## config.mk

```make
export PLATFORM = sky130hd
export DESIGN_NAME = alu_result_stage_flat
export DESIGN_NICKNAME = d
export VERILOG_FILES = /design/src/rtl/alu_result_stage_if.sv /design/src/rtl/alu_result_stage.sv /design/src/flat_wrapper.sv
export SDC_FILE = /design/constraint.sdc
export NUM_CORES = 1
export LEC_CHECK = 0
export BUFFER_PORTS_ARGS = -buffer_cell sky130_fd_sc_hd__buf_2
export CORE_MARGIN = 2
export CORE_UTILIZATION = 54
export CTS_CLUSTER_DIAMETER = 60
export CTS_CLUSTER_SIZE = 20
export DETAILED_ROUTE_END_ITERATION = 10
export PLACE_DENSITY = 0.8
export SETUP_SLACK_MARGIN = 0.05
export SLEW_MARGIN = 20
export SYNTH_ARGS = -nofsm -noshare
export SYNTH_HDL_FRONTEND = slang
export SYNTH_SLANG_ARGS = --single-unit
```

## constraint.sdc

```tcl
create_clock -name clk -period 2.8 [get_ports clk]
set_input_delay 0.28 -clock clk [delete_from_list [all_inputs] [get_ports clk]]
set_output_delay 0.28 -clock clk [all_outputs]
set_load 0.01 [all_outputs]
```

## src/rtl/alu_result_stage_if.sv

```systemverilog
// Handshake bundle between the ALU, the result stage and writeback.
// slave:  the result stage side (accepts ALU results, offers the head entry).
// master: the driving side (ALU producer plus writeback consumer).
interface alu_result_stage_if #(
    parameter int DATA_BUS_WIDTH = 16,
    parameter int REG_ADDR_BITS  = 3
);
    logic                      in_valid;
    logic                      in_ready;
    logic [DATA_BUS_WIDTH-1:0] in_result;
    logic                      in_z;
    logic [REG_ADDR_BITS-1:0]  in_dest;
    logic                      in_set_flag;
    logic                      out_valid;
    logic                      out_ready;
    logic [DATA_BUS_WIDTH-1:0] out_data;
    logic [REG_ADDR_BITS-1:0]  out_dest;

    modport slave (
        input  in_valid, in_result, in_z, in_dest, in_set_flag, out_ready,
        output in_ready, out_valid, out_data, out_dest
    );

    modport master (
        output in_valid, in_result, in_z, in_dest, in_set_flag, out_ready,
        input  in_ready, out_valid, out_data, out_dest
    );
endinterface

```

## src/rtl/alu_result_stage.sv

```systemverilog
// Two-entry skid FIFO between the ALU and register writeback, plus the
// architectural zero flag register updated on accepted results.
//
// state | meaning
// EMPTY | no entries held, out_valid low, in_ready high
// ONE   | one entry held, push and pop both possible (simultaneous keeps ONE)
// FULL  | two entries held, in_ready low, only a pop can leave
//
// The state encoding equals the occupancy, so the state register doubles as
// the count output.
module alu_result_stage #(
    parameter int DATA_BUS_WIDTH = 16,
    parameter int REG_ADDR_BITS  = 3
) (
    input  logic                 clk,
    input  logic                 rst,
    alu_result_stage_if.slave    bus,
    output logic                 zero_flag,
    output logic [1:0]           count
);

    typedef enum logic [1:0] {
        EMPTY = 2'd0,
        ONE   = 2'd1,
        FULL  = 2'd2
    } state_e;

    state_e                    state_q, state_d;
    logic                      wr_ptr_q, wr_ptr_d;
    logic                      rd_ptr_q, rd_ptr_d;
    logic [DATA_BUS_WIDTH-1:0] mem_data_q [2];
    logic [DATA_BUS_WIDTH-1:0] mem_data_d [2];
    logic [REG_ADDR_BITS-1:0]  mem_dest_q [2];
    logic [REG_ADDR_BITS-1:0]  mem_dest_d [2];
    logic                      zero_flag_q, zero_flag_d;

    logic in_ready;
    logic out_valid;
    logic push;
    logic pop;

    // Handshake qualifiers: both ready and valid come from registered state only.
    always_comb begin
        in_ready  = (state_q != FULL);
        out_valid = (state_q != EMPTY);
        push      = bus.in_valid && in_ready;
        pop       = out_valid && bus.out_ready;
    end

    // Occupancy FSM next-state.
    always_comb begin
        state_d = state_q;
        case (state_q)
            EMPTY: begin
                if (push) state_d = ONE;
            end
            ONE: begin
                if (push && !pop)      state_d = FULL;
                else if (pop && !push) state_d = EMPTY;
            end
            FULL: begin
                if (pop) state_d = ONE;
            end
            default: state_d = EMPTY;
        endcase
    end

    // Storage, pointers and zero flag next-state; inputs only matter on a push.
    always_comb begin
        wr_ptr_d    = wr_ptr_q;
        rd_ptr_d    = rd_ptr_q;
        mem_data_d  = mem_data_q;
        mem_dest_d  = mem_dest_q;
        zero_flag_d = zero_flag_q;
        if (push) begin
            mem_data_d[wr_ptr_q] = bus.in_result;
            mem_dest_d[wr_ptr_q] = bus.in_dest;
            wr_ptr_d             = ~wr_ptr_q;
            if (bus.in_set_flag) zero_flag_d = bus.in_z;
        end
        if (pop) begin
            rd_ptr_d = ~rd_ptr_q;
        end
    end

    // State register; reset wins over any same-cycle push or pop.
    always_ff @(posedge clk) begin
        if (rst) begin
            state_q     <= EMPTY;
            wr_ptr_q    <= 1'b0;
            rd_ptr_q    <= 1'b0;
            mem_data_q  <= '{default: '0};
            mem_dest_q  <= '{default: '0};
            zero_flag_q <= 1'b0;
        end else begin
            state_q     <= state_d;
            wr_ptr_q    <= wr_ptr_d;
            rd_ptr_q    <= rd_ptr_d;
            mem_data_q  <= mem_data_d;
            mem_dest_q  <= mem_dest_d;
            zero_flag_q <= zero_flag_d;
        end
    end

    // Outputs: head entry straight from storage, no input bypass.
    assign bus.in_ready  = in_ready;
    assign bus.out_valid = out_valid;
    assign bus.out_data  = mem_data_q[rd_ptr_q];
    assign bus.out_dest  = mem_dest_q[rd_ptr_q];
    assign zero_flag     = zero_flag_q;
    assign count         = state_q;

endmodule

```

## src/flat_wrapper.sv

```systemverilog
// flat-port wrapper written by rule: the top's interface ports become plain ports
module alu_result_stage_flat 
#(
    parameter int DATA_BUS_WIDTH = 16,
    parameter int REG_ADDR_BITS  = 3
)
  (clk, rst, zero_flag, count, bus_in_valid, bus_in_result, bus_in_z, bus_in_dest, bus_in_set_flag, bus_out_ready, bus_in_ready, bus_out_valid, bus_out_data, bus_out_dest);
  alu_result_stage_if #(.DATA_BUS_WIDTH(DATA_BUS_WIDTH), .REG_ADDR_BITS(REG_ADDR_BITS)) bus_i ();
  input  logic clk;
  input  logic rst;
  output logic zero_flag;
  output logic [1:0] count;
  input wire logic [$bits(bus_i.in_valid)-1:0] bus_in_valid;
  input wire logic [$bits(bus_i.in_result)-1:0] bus_in_result;
  input wire logic [$bits(bus_i.in_z)-1:0] bus_in_z;
  input wire logic [$bits(bus_i.in_dest)-1:0] bus_in_dest;
  input wire logic [$bits(bus_i.in_set_flag)-1:0] bus_in_set_flag;
  input wire logic [$bits(bus_i.out_ready)-1:0] bus_out_ready;
  output wire logic [$bits(bus_i.in_ready)-1:0] bus_in_ready;
  output wire logic [$bits(bus_i.out_valid)-1:0] bus_out_valid;
  output wire logic [$bits(bus_i.out_data)-1:0] bus_out_data;
  output wire logic [$bits(bus_i.out_dest)-1:0] bus_out_dest;
  assign bus_i.in_valid = bus_in_valid;
  assign bus_i.in_result = bus_in_result;
  assign bus_i.in_z = bus_in_z;
  assign bus_i.in_dest = bus_in_dest;
  assign bus_i.in_set_flag = bus_in_set_flag;
  assign bus_i.out_ready = bus_out_ready;
  assign bus_in_ready = bus_i.in_ready;
  assign bus_out_valid = bus_i.out_valid;
  assign bus_out_data = bus_i.out_data;
  assign bus_out_dest = bus_i.out_dest;
  alu_result_stage #(.DATA_BUS_WIDTH(DATA_BUS_WIDTH), .REG_ADDR_BITS(REG_ADDR_BITS)) u_core (.clk(clk), .rst(rst), .bus(bus_i), .zero_flag(zero_flag), .count(count));
endmodule
```

==> results.yml, run 1 <==
finish:
  finalNetCount: 264
  mostFrequentLayoutCells: "nand2b_1, buf_2, dfxtp_1"
  n_antenna_cell: 0
  nFillCells: 317
  post-route-util_pct: 64.97
  drive_gt1_share_pct: 34.31
  seqCellArea_um2: 860.8
  area.growth.synth_to_final_pct: 14.93
  layout_commonest_cell: "nand2b_1"
  multi_input_area_um2: 1101
clock_tree:
  clk_latency_ps: 290
  cts.sinks: 43
  post_cts_buffers: 0
  hold_buffers: 0
  ctsResizeCount: 0
  cts_root_buffer: "clkbuf_8"
  cts.path.max_buffers: 2
  cts_buffers: 5
  clkSlewWorstSetupHoldPaths_ps: 90
  cts_tree: "done"
  h-tree-depth: 2
synth:
  synth_seq_cells: 43
  syn_nets: 221
  yosys.area.top_type: "dfxtp_1"
  synth_top_area_share_pct: 41.60
  yosysWarnings: 0
  syn_area_per_cell_um2: 10.61
  yosysUniqueCellTypes: 24
  postSynthCellCount: 195
  syn_area_um2: 2069
  seq_area_frac_synth_pct: 41.60
  synthTopCellsByArea: "dfxtp_1, mux2i_1, nand2b_1, mux2_2, buf_12"
worst_setup_path:
  critPathCaptureType: "primary output"
  worstSetupPathDepth: 3
  crit_start: "u_core.rd_ptr_q$_SDFFE_PP0P_"
  r2r_start: "u_core.count[0]$_SDFFE_PP0P_"
  reg2reg_to: "u_core.count[1]$_SDFFE_PP0P_"
  critPathMaxStageDelay_ps: 620
  path_delay_family: "flip-flops"
  critPathSlowestCell: "dfxtp_1"
  reg2regPathDepth: 5
  endpoint: "bus_out_data[2]"
  cp-start-kind: "flip-flop"
  required_ps: 2520
  crit_buf_inv: 2
  cp_max_fo: 11
  rrSetupSlack_ps: 1260
  path_class: "flip-flop to primary output"
  crit_arrival_ps: 1690
  path_cells: "buf_4 -> mux2_2 -> buf_2"
sta:
  slew_viol_final: 0
  setup_tns_ps: 0
  hold_viol_final: 0
  rsz0062_at_grt: "no"
  fin_ws_ps: 833.5
  timing.slew.headroom_pct: 50.45
  setup_viol: 0
  clock_skew_ps: 9.012
  min_period_over_period_pct: 70.23
  worst_pin_slew_ps: 743.3
  fmaxAchievable_mhz: 508.5
  finalCriticalPeriod_ps: 1967
  whs_ps: 232.4
die:
  core_area_um2: 3661
  die_w_um: 65.91
  dieArea_um2: 4343
  io_pins: 49
  die_h_um: 65.91
  num_rows: 22
  initial_utilization_pct: 56.53
routing:
  first_pass_iters: 4
  routed_wl_mm: 3.593
  drtIter0Drc: 68
  routed-via-count: 1414
  route.detailed.drc: 0
  via_per_inst: 4.927
  drtAntennaViolNets: 0
  wl_per_cell_um: 12.52
global_route:
  first_global_vias: 1344
  track_usage_pct: 17.39
  gr-total-overflow: 0
  antenna_found_initial: 0
  grt_pass1_wl_mm: 5.913
  grt_max_degree: 63
power_and_ir_drop:
  pwr_density_cell_nw_per_um2: 534.6
  ir_drop_mv: 0.3705
  cellLeakagePower_uw: 0.001053
  power.total_uw: 1272
placement:
  gp_congestion: 0.7229
  dp_hpwl_mm: 2.448
  preCtsSetupSlack_ps: 1127
  io_buffers: 48
outcome:
  status: "complete, no violations"
hold_path:
  hp-class: "primary input to flip-flop"
  min_path_cells: 3
flow_run:
  cap_violations: 0
through the flow:
step                      area [um^2]  std cells
final                            2379        287
after global placement           2285        279
after CTS                        2379        287
after floorplan                  2069        195
after detailed placement         2285        279
after global routing             2379        287
sequential cells by signal, summed over array words and instances, names as in the netlist:
register           flops
u_core.zero_flag       1
u_core.mem_dest_q      6
u_core.rd_ptr_q        1
u_core.mem_data_q     32
u_core.wr_ptr_q        1
u_core.count           2
worst register-to-register path, stage by stage (launching register included):
cell and delay (ps):
dfxtp_1 390, o21ai_0 330, ha_1 310, nand3b_1 170, o22a_2 200, nor2_1 70
synth_stat cells, drive strengths merged:
| library cell | instances |
|---|---|
| and3 | 1 |
| nor2b | 2 |
| nand4 | 1 |
| a21oi | 2 |
| nand3b | 1 |
| xor2 | 1 |
| o21ai | 3 |
| o22a | 1 |
| or2 | 1 |
| mux2 | 19 |
| a211oi | 2 |
| nand2b | 58 |
| dfxtp | 43 |
| ha | 1 |
| inv | 2 |
| mux2i | 38 |
| or3 | 1 |
| clkbuf | 10 |
| buf | 4 |
| nor2 | 3 |
| nand2 | 1 |
power breakdown:
part           switching, uW  internal [uW]  total, uW
logic                   93.5            110        204
registers               25.7            647        673
clock network            217            178        395
layer usage:
| metal | track usage, % | share of wire [%] | vias up |
|---|---|---|---|
| li1 | - | - | 737 |
| met1 | 22.29 | 49 | 646 |
| met2 | 29.29 | 47 | 27 |
| met3 | 4.940 | 4.3 | 4 |
| met4 | 3.125 | 0.47 | 0 |
| met5 | 0 | 0 | - |
cells by family after synthesis:
kind of cell | after synthesis | share of synthesized area, %
DFF | 43 | 41.60
AOI/OAI and AO/OA | 8 | 2.418
adders and majority gates | 1 | 0.6045
and+or+nand+nor | 69 | 21.04
buffers and inverters | 16 | 5.199
xor gates and xnor gates | 1 | 0.4233
muxes | 57 | 28.72
final cells by class:
cell class	instances	area share (%)
Clock inverter	3	1.052
Inverter	2	0.3156
Sequential cell	43	36.19
Tap cell	48	2.525
Multi-Input combinational cell	136	46.29
Timing Repair Buffer	50	10.73
Clock buffer	5	2.893
how the worst min path moves through the flow:
stage / endpoint / start
finish: u_core.zero_flag$_SDFFE_PP0P_ / bus_in_z
global route: u_core.zero_flag$_SDFFE_PP0P_ / bus_in_z
CTS: u_core.zero_flag$_SDFFE_PP0P_ / bus_in_z
detailed placement: u_core.mem_data_q[0]$_SDFFE_PP0P_ / u_core.mem_data_q[0]$_SDFFE_PP0P_
global placement: u_core.mem_dest_q[0]$_SDFFE_PP0P_ / u_core.mem_dest_q[0]$_SDFFE_PP0P_
floorplan: u_core.zero_flag$_SDFFE_PP0P_ / bus_in_z
No activity file was read; power rests on OpenSTA's default activity.
==> run 2, diff against run 1 <==
Settings changed: CORE_UTILIZATION 54 to 48, PLACE_DENSITY 0.8 to 0.75.
Clock period 2.8 ns to 1.65 ns, I/O delays scaled along.
==> run 2 against run 1 <==
Against the previous run:
- clock-buffer cell count increased by 1
- design area increased by 0.68%
- combinational power increased by 79%
- highest routed layer unchanged
==> results.yml, run 2 (same netlist as run 1, synthesis figures left out) <==
placement:
  io_buffers: 48
  gp_congestion: 0.7896
  place_inst: 282
  dp_hpwl_mm: 2.318
worst_setup_path:
  path_class: "flip-flop to primary output"
  cp_max_fo: 17
  critPathMaxStageDelay_ps: 390
  required_ps: 1480
  path_cells: "buf_12 -> mux2_2 -> buf_2"
  path_delay_family: "flip-flops"
  crit_buf_inv: 2
  critPathCaptureType: "primary output"
  worstSetupPathDepth: 3
  reg2regPathDepth: 5
  crit_arrival_ps: 1360
  cp-start-kind: "flip-flop"
  critPathSlowestCell: "dfxtp_2"
die:
  die_w_um: 69.66
  io_pins: 49
  num_rows: 23
  core_area_um2: 4086
  dieArea_um2: 4853
  initial_utilization_pct: 50.64
  die_h_um: 69.66
sta:
  whs_ps: 133.8
  fmaxAchievable_mhz: 656.3
  worst_pin_slew_ps: 376.6
  rsz0062_at_grt: "no"
  hold_viol_final: 0
  clock_skew_ps: 3.883
  slew_viol_final: 0
  timing.slew.headroom_pct: 74.90
  min_period_over_period_pct: 92.35
  finalCriticalPeriod_ps: 1524
  setup_tns_ps: 0
  setup_viol: 0
global_route:
  antenna_found_initial: 0
  grt_pass1_wl_mm: 6.113
  gr-total-overflow: 0
  grt_max_degree: 63
  track_usage_pct: 15.63
  first_global_vias: 1378
finish:
  n_antenna_cell: 0
  finalNetCount: 265
  post-route-util_pct: 58.60
  largest_reg_flops: 32
  area.growth.synth_to_final_pct: 15.72
  largest_register: "u_core.mem_data_q"
  fin_cells: 288
  drive_gt1_share_pct: 34.45
  layout_commonest_cell: "nand2b_1"
  mostFrequentLayoutCells: "nand2b_1, buf_2, dfxtp_1"
power_and_ir_drop:
  cellLeakagePower_uw: 0.001059
  ir_drop_mv: 0.4209
  pwr_density_cell_nw_per_um2: 875.8
routing:
  route.detailed.drc: 0
  routed-via-count: 1422
  drtAntennaViolNets: 0
  via_per_inst: 4.938
  first_pass_iters: 4
  wl_per_cell_um: 12.59
  routed_wl_mm: 3.627
  drtIter0Drc: 39
clock_tree:
  clkSlewWorstSetupHoldPaths_ps: 70
  clk_latency_ps: 290
  cts_buffers: 5
  cts_root_buffer: "clkbuf_8"
  hold_buffers: 0
  cts.path.max_buffers: 2
  h-tree-depth: 2
  cts_tree: "done"
  cts.sinks: 43
  post_cts_buffers: 0
hold_path:
  min_path_cells: 3
  hp-class: "primary input to flip-flop"
flow_run:
  cap_violations: 0
outcome:
  status: "complete, no violations"
-- run 2: cell types whose count changed in the layout (fill, tap and decap cells not counted), sizes merged --
cell	delta
buf	+1
clkinv	-2
clkbuf	+1
clkinvlp	-1
-- run 2: per-stage QoR --
| stage | instance area (um^2) | setup slack [ps] | power [uW] |
|---|---|---|---|
| after floorplan | 2069 | 213.7 | 1420 |
| after global placement | 2320 | 229.9 | 1524 |
| after detailed placement | 2320 | 174.3 | 1529 |
| after CTS | 2394 | 106.2 | 2131 |
| after global routing | 2395 | 79.80 | 2215 |
| final | 2395 | 126.2 | 2097 |
-- run 2: routing by layer --
metal	part of all wire, %	vias up	GRT usage (%)
li1	-	743	-
met3	4.5	7	3.634
met1	50	641	20.13
met5	0	-	0
met4	1.7	0	6.410
met2	44	31	25.21
-- run 2: cell type report --
| type | count | area, um^2 |
|---|---|---|
| Fill cell | 370 | 1692 |
| Multi-Input combinational cell | 136 | 1101 |
| Sequential cell | 43 | 863.3 |
| Timing Repair Buffer | 51 | 287.8 |
| Clock buffer | 6 | 72.57 |
| Tap cell | 50 | 62.56 |
| Inverter | 2 | 7.507 |
-- run 2: worst paths after layout --
path / slack, ps / to / start
worst min register to register: 470 / u_core.mem_data_q[1]$_SDFFE_PP0P_ / u_core.mem_data_q[1]$_SDFFE_PP0P_
worst max register to register: 200 / u_core.count[1]$_SDFFE_PP0P_ / u_core.count[0]$_SDFFE_PP0P_
worst min-delay path: 130 / u_core.zero_flag$_SDFFE_PP0P_ / bus_in_z
worst max-delay path: 130 / bus_out_data[1] / u_core.rd_ptr_q$_SDFFE_PP0P_
-- run 2: power breakdown --
part           switching (uW)  internal [uW]
logic                     168            197
registers                36.8           1100
clock network             313            282
total                     519           1580
-- run 2: timing repair --
item | 4_1_cts | 5_1_grt
resized for setup | 1 | 2
endpoints found under the setup margin | 16 | 1
cloned | 0 | 0
-- run 2: tightest hold or removal path, delay by kind of cell --
kind                   cells  cell delay [ps]
AND/OR/NAND/NOR            1               60
AO/OA/AOI/OAI              1               60
buffers and inverters      1               90
